$ cat config.mk
export PLATFORM = sky130hd
export DESIGN_NAME = spike_scheduler
export DESIGN_NICKNAME = d
export VERILOG_FILES = /design/src/rtl/spike_scheduler.sv
export SDC_FILE = /design/constraint.sdc
export NUM_CORES = 1
export LEC_CHECK = 0
export ABC_AREA = 1
export BUFFER_PORTS_ARGS = -buffer_cell sky130_fd_sc_hd__buf_2
export CAP_MARGIN = 20
export CORE_MARGIN = 8
export CORE_UTILIZATION = 50
export DETAILED_ROUTE_END_ITERATION = 6
export PLACE_DENSITY = 0.69
export SYNTH_ARGS = -nofsm -noshare
export SYNTH_HDL_FRONTEND = slang
export SYNTH_SLANG_ARGS = --single-unit
$ cat constraint.sdc
create_clock -name clk -period 4.3 [get_ports clk]
set_input_delay 0.645 -clock clk [delete_from_list [all_inputs] [get_ports clk]]
set_output_delay 0.645 -clock clk [all_outputs]
set_load 0.1 [all_outputs]
$ cat src/rtl/spike_scheduler.sv
// Clocked spike scheduler between stimulus/readout logic and the self-timed req/ack network.
// Queues input spikes per channel, issues them round-robin as 4-phase handshakes, answers output requests.
//
// state | meaning
// IDLE  | no handshake in flight; arbiter may grant a channel with pending spikes
// REQ   | net_req_in[g] high, waiting for synchronized ack_in[g] to rise
// REL   | net_req_in low, waiting for synchronized ack_in[g] to fall
module spike_scheduler #(
    parameter int neurons_in  = 4,
    parameter int neurons_out = 2,
    parameter int cnt_w       = 4,
    parameter int sync_stages = 2,
    parameter int timeout     = 64
) (
    input  logic                   clk,
    input  logic                   rst,
    input  logic [neurons_in-1:0]  spike_in,
    output logic [neurons_in-1:0]  net_req_in,
    input  logic [neurons_in-1:0]  net_ack_in,
    input  logic [neurons_out-1:0] net_req_out,
    output logic [neurons_out-1:0] net_ack_out,
    output logic [neurons_out-1:0] spike_out,
    output logic                   busy,
    output logic                   err_timeout,
    output logic                   err_overflow,
    input  logic                   clr_err
);

    localparam int idx_w = (neurons_in > 1) ? $clog2(neurons_in) : 1;
    localparam logic [cnt_w-1:0] cnt_max = {cnt_w{1'b1}};
    localparam logic [15:0] timer_last = 16'(timeout - 1);

    typedef enum logic [1:0] {IDLE = 2'd0, REQ = 2'd1, REL = 2'd2} state_t;

    state_t                 state, state_next;
    logic [idx_w-1:0]       g, g_next, rr, grant_idx, cand_idx;
    logic                   grant, cnt_any, timer_done, to_set, ovf_set;
    logic [15:0]            timer;
    logic [cnt_w-1:0]       cnt [neurons_in];
    logic [cnt_w-1:0]       cnt_next [neurons_in];
    logic [neurons_in-1:0]  ack_sync [sync_stages];
    logic [neurons_out-1:0] req_sync [sync_stages];
    logic [neurons_in-1:0]  ack_s, req_next;
    logic [neurons_out-1:0] rs;

    always_ff @(posedge clk) begin
        if (rst) begin
            for (int k = 0; k < sync_stages; k++) begin
                ack_sync[k] <= '0;
                req_sync[k] <= '0;
            end
        end else begin
            ack_sync[0] <= net_ack_in;
            req_sync[0] <= net_req_out;
            for (int k = 1; k < sync_stages; k++) begin
                ack_sync[k] <= ack_sync[k-1];
                req_sync[k] <= req_sync[k-1];
            end
        end
    end

    assign ack_s = ack_sync[sync_stages-1];
    assign rs    = req_sync[sync_stages-1];

    // Round-robin search starts one past the last granted channel.
    always_comb begin
        grant     = 1'b0;
        grant_idx = '0;
        cand_idx  = '0;
        cnt_any   = 1'b0;
        for (int i = 0; i < neurons_in; i++) begin
            if (cnt[i] != '0) cnt_any = 1'b1;
        end
        for (int k = 1; k <= neurons_in; k++) begin
            cand_idx = idx_w'((int'(rr) + k) % neurons_in);
            if (state == IDLE && !grant && cnt[cand_idx] != '0) begin
                grant     = 1'b1;
                grant_idx = cand_idx;
            end
        end
    end

    always_comb begin
        state_next = state;
        g_next     = g;
        to_set     = 1'b0;
        req_next   = '0;
        timer_done = (timer == timer_last);
        case (state)
            IDLE: begin
                if (grant) begin
                    state_next = REQ;
                    g_next     = grant_idx;
                end
            end
            REQ: begin
                if (ack_s[g]) begin
                    state_next = REL;
                end else if (timer_done) begin
                    state_next = REL;
                    to_set     = 1'b1;
                end
            end
            REL: begin
                if (!ack_s[g]) begin
                    state_next = IDLE;
                end else if (timer_done) begin
                    state_next = IDLE;
                    to_set     = 1'b1;
                end
            end
            default: state_next = IDLE;
        endcase
        if (state_next == REQ) req_next[g_next] = 1'b1;
    end

    always_comb begin
        ovf_set = 1'b0;
        for (int i = 0; i < neurons_in; i++) begin
            cnt_next[i] = cnt[i];
            if (spike_in[i] && !(grant && grant_idx == idx_w'(i))) begin
                if (cnt[i] == cnt_max) ovf_set = 1'b1;
                else cnt_next[i] = cnt[i] + 1'b1;
            end else if (!spike_in[i] && grant && grant_idx == idx_w'(i)) begin
                cnt_next[i] = cnt[i] - 1'b1;
            end
        end
    end

    always_ff @(posedge clk) begin
        if (rst) begin
            state        <= IDLE;
            g            <= '0;
            rr           <= idx_w'(neurons_in - 1);
            timer        <= '0;
            net_req_in   <= '0;
            err_timeout  <= 1'b0;
            err_overflow <= 1'b0;
            for (int i = 0; i < neurons_in; i++) cnt[i] <= '0;
        end else begin
            state      <= state_next;
            g          <= g_next;
            if (grant) rr <= grant_idx;
            timer      <= (state_next != state || state == IDLE) ? 16'd0 : timer + 16'd1;
            net_req_in <= req_next;
            for (int i = 0; i < neurons_in; i++) cnt[i] <= cnt_next[i];
            // A set in the same cycle as clr_err keeps the flag high.
            err_timeout  <= to_set  | (err_timeout  & ~clr_err);
            err_overflow <= ovf_set | (err_overflow & ~clr_err);
        end
    end

    // ack simply follows the synchronized request; its rising edge marks one event.
    always_ff @(posedge clk) begin
        if (rst) begin
            net_ack_out <= '0;
            spike_out   <= '0;
        end else begin
            net_ack_out <= rs;
            spike_out   <= rs & ~net_ack_out;
        end
    end

    assign busy = (state != IDLE) || cnt_any;

endmodule

==> metrics.md <==
| Metric | Value |
|---|---|
| Status | `finished clean` |
| Type of origin of the critical path | `flip-flop` |
| DR pass1 iterations | `5` |
| Post-DP HPWL | `roughly 4700 um` |
| Worst-Skew Late Latency | `0.33 ns` |
| Gr ovfl total | `0` |
| CP Max Fanout | `9` |
| Sinks on Clock Net | `62` |
| Critical path data arrival time | `about 3.4 ns` |
| Hold buffer count at CTS | `0` |
| Register area | `approximately 1200 um^2` |
| Vias in the first global route | `around 2600` |
| First-pass GRT wire length | `11300 um` |
| Relative slew slack | `0.6047` |
| Initial Utilization | `0.5172` |
| # diodes | `0` |
| Die Y | `around 97 um` |
| Vias per Instance | `5.160` |
| Hold EP | `ack_sync[0][4]$_SDFF_PP0_` |
| # setup viols final | `0` |
| Routed vias | `~2800` |
| Io pins | `24` |
| Crit path kind | `reg2reg` |
| Prevailing post-synth register cell | `dfxtp_1` |
| Synthesized area | `between 3000 and 4000 um^2` |
| Setup WS pre-CTS | `~1.1 ns` |
| Fillers | `~600` |
| Core area | `6350 um^2` |
| Num rows | `29` |
| Clock skew | `roughly 0.009 ns` |
| Cells on Worst Hold Path | `2` |
| Fin. max-slew vios | `0` |
| Max_cap viols | `0` |
| Synthesized Nets | `~470` |
| Layout cell share with drive strength beyond 1 | `0.1496` |
| Post-route minimum period | `between 3 and 4 ns` |
| Reg-to-reg startpoint | `state[0]$_SDFF_PP0_` |
| Wirelength, routed | `roughly 6400 um` |
| Die area | `between 9000 and 10000 um^2` |
| Yosys reg bits | `62` |
| Post-CTS setup buffer count | `0` |
| CTS root buffer | `clkbuf_8` |
| Avg Cell Area, Syn | `about 7.6 um^2` |
| Clk buf depth | `2` |
| Final Worst Setup Slack | `1.100 ns` |
| Hold Vio Cnt, Final | `0` |
| Initial antenna violation count | `0` |
| Clock-pin slew of the registers on the worst-case setup and hold paths | `0.08 ns` |
| Multi-input gate area | `1787 um^2` |
| Routability cong. | `0.9414` |
| Count of yosys warnings during synthesis | `0` |
| DRT antenna net count | `0` |
| GRT Util Overall | `0.1405` |
| CTS tree | `built` |
| H-tree depth | `3` |
| Pin count of the biggest net entering global routing | `24` |
| Crit share post-route | `0.7441` |
| Placed Area | `around 3400 um^2` |
| Post-cts sizing count | `0` |
| RSZ-0062 raised after global routing | `no` |
| Initial drt markers | `~240` |
| Kind of end point of the critical path | `flip-flop` |
| Avg WL per Cell | `approximately 12 um` |
| CTS Buf Count | `9` |
| Post-synth ARST share | `0` |
| Pwr/cell area | `between 800 and 900 nW/um^2` |
| Syn-to-layout area delta | `11.77%` |
| Post-synthesis cell count | `roughly 440` |
| Final net count | `a little under 500` |
| Reg-to-Reg End | `cnt[0][3]$_SDFFE_PP0P_` |
| Setup TNS | `0 ns` |
| Synth cell types | `33` |
| Hold/Removal Path Class | `reg2reg` |
| EDFF count, synth | `0` |
| Final std cell area, no fill | `~3700 um^2` |
| Die Width | `a little under 100 um` |
| IO buf count | `23` |
| Crit path required time | `between 4 and 5 ns` |
| Seq/Total Area, Yosys | `0.3779` |
| Remaining DRCs | `0` |
| Fmax | `about 0.31 GHz` |
| Slew @ Worst Pin | `0.5923 ns` |
| Lkg Pwr | `1.665 nW` |
| HP Start | `ack_sync[0][0]$_SDFF_PP0_` |
| Flop-to-flop setup slack | `1.10 ns` |
| Max VDD drop | `around 0.53 mV` |
| Register-to-Register Path Depth | `17` |
==> routing by layer <==
metal	routed length, um	GRT usage	part of all wire
met4	126	0.06036	0.020
met5	0	0	0
met1	2985	0.1665	0.46
met3	244	0.03770	0.038
met2	3067	0.2323	0.48
==> power breakdown <==
group,total (W),switching (W),leakage (nW),internal [W]
registers,0.000819,0.000124,0.509,0.000694
logic,0.00176,0.00119,1.05,0.000569
clock network,0.000567,0.000239,0.106,0.000328
total,0.00314,0.00155,1.67,0.00159
==> stage by stage <==
step / cells / hold WS, ns / util / total power [W]
5_1_grt: 545 / 0.4186 / 0.5781 / 0.003446
4_1_cts: 545 / 0.4058 / 0.5781 / 0.003159
3_5_place_dp: 529 / 0.3944 / 0.5433 / 0.002568
6_report: 545 / 0.4044 / 0.5781 / 0.003145
3_3_place_gp: 529 / 0.3898 / 0.5433 / 0.002533
2_1_floorplan: 435 / 0.3883 / - / 0.002265
==> worst max-delay path, stage by stage, from the launching register on <==
cell and delay (ns):
dfxtp_1 0.36, inv_1 0.13, ha_1 0.43, nand3_1 0.25, nand3_4 0.19, nor3_1 0.06, nor2_1 0.28, nand3_1 0.19
nand2_1 0.20, ha_1 0.29, nand2_1 0.08, nand2_1 0.05, a31oi_1 0.18, inv_1 0.06, nand3_1 0.07, nand2_1 0.07
a21oi_1 0.13, nor2_1 0.06
==> final cells by class <==
class	count	area share
inverters	56	0.05726
clock buffers	9	0.03374
multi-input cells	311	0.4867
repair buffers	23	0.03136
well taps	77	0.02624
clock inverters	7	0.02658
flip-flops and latches	62	0.3381
==> layout by cell type (no fill, tap or decap), types with 2 or more instances in the layout <==
| cell | Yosys | final |
|---|---|---|
| nor2_1 | 70 | 70 |
| clkinvlp_4 | 0 | 2 |
| inv_2 | 4 | 4 |
| o21ai_0 | 16 | 16 |
| nor3_1 | 10 | 10 |
| nand4_1 | 8 | 8 |
| nand3_1 | 30 | 30 |
| nor2_4 | 10 | 10 |
| ha_1 | 13 | 13 |
| fa_1 | 4 | 4 |
| buf_2 | 0 | 23 |
| a31oi_1 | 2 | 2 |
| bufinv_16 | 0 | 2 |
| nor4_1 | 2 | 2 |
| nand3b_1 | 7 | 7 |
| nand2_2 | 9 | 9 |
| o21ai_1 | 3 | 3 |
| xor2_1 | 9 | 9 |
| inv_1 | 52 | 52 |
| o21ai_2 | 2 | 2 |
| clkbuf_8 | 0 | 9 |
| nand2_1 | 75 | 75 |
| a21oi_1 | 21 | 21 |
| o211ai_1 | 4 | 4 |
| xnor2_1 | 7 | 7 |
| dfxtp_1 | 62 | 62 |
| a21o_1 | 2 | 2 |
==> cells by family after synthesis <==
group | Yosys count | share of synthesized area
flops | 62 | 0.3779
xor+xnor | 16 | 0.04267
compound gates | 52 | 0.09143
fa+ha+maj | 17 | 0.07391
buf+inv | 62 | 0.07809
simple gates | 226 | 0.3360
==> state kept, by name (all words and copies together) (netlist names), named ones only <==
register,count
spike_out,2
err_overflow,1
rr,2
ack_sync,8
err_timeout,1
req_sync,4
state,2
net_req_in,4
timer,16
g,2
cnt,16
net_ack_out,2
==> synth_stat cells, types with 3 or more instances <==
master / n / share of area
nand2_1: 75 / 0.086
nor2_1: 70 / 0.080
dfxtp_1: 62 / 0.38
inv_1: 52 / 0.059
nand3_1: 30 / 0.046
a21oi_1: 21 / 0.032
o21ai_0: 16 / 0.024
ha_1: 13 / 0.050
nor2_4: 10 / 0.034
nor3_1: 10 / 0.015
nand2_2: 9 / 0.017
xor2_1: 9 / 0.024
nand4_1: 8 / 0.015
nand3b_1: 7 / 0.016
xnor2_1: 7 / 0.019
clkbuf_1: 4 / 0.0046
fa_1: 4 / 0.024
inv_2: 4 / 0.0046
o211ai_1: 4 / 0.0091
o21ai_1: 3 / 0.0046
==> how the worst max path moves through the flow <==
stage	startpoint	end	cells past startpoint
2_1_floorplan	state[0]$_SDFF_PP0_	cnt[0][3]$_SDFFE_PP0P_	19
3_3_place_gp	state[1]$_SDFF_PP0_	cnt[0][3]$_SDFFE_PP0P_	17
3_5_place_dp	state[1]$_SDFF_PP0_	cnt[0][3]$_SDFFE_PP0P_	17
4_1_cts	state[1]$_SDFF_PP0_	cnt[0][3]$_SDFFE_PP0P_	17
5_1_grt	state[1]$_SDFF_PP0_	cnt[0][3]$_SDFFE_PP0P_	18
6_report	state[0]$_SDFF_PP0_	cnt[0][3]$_SDFFE_PP0P_	17
(Power assumes the default switching activity.)
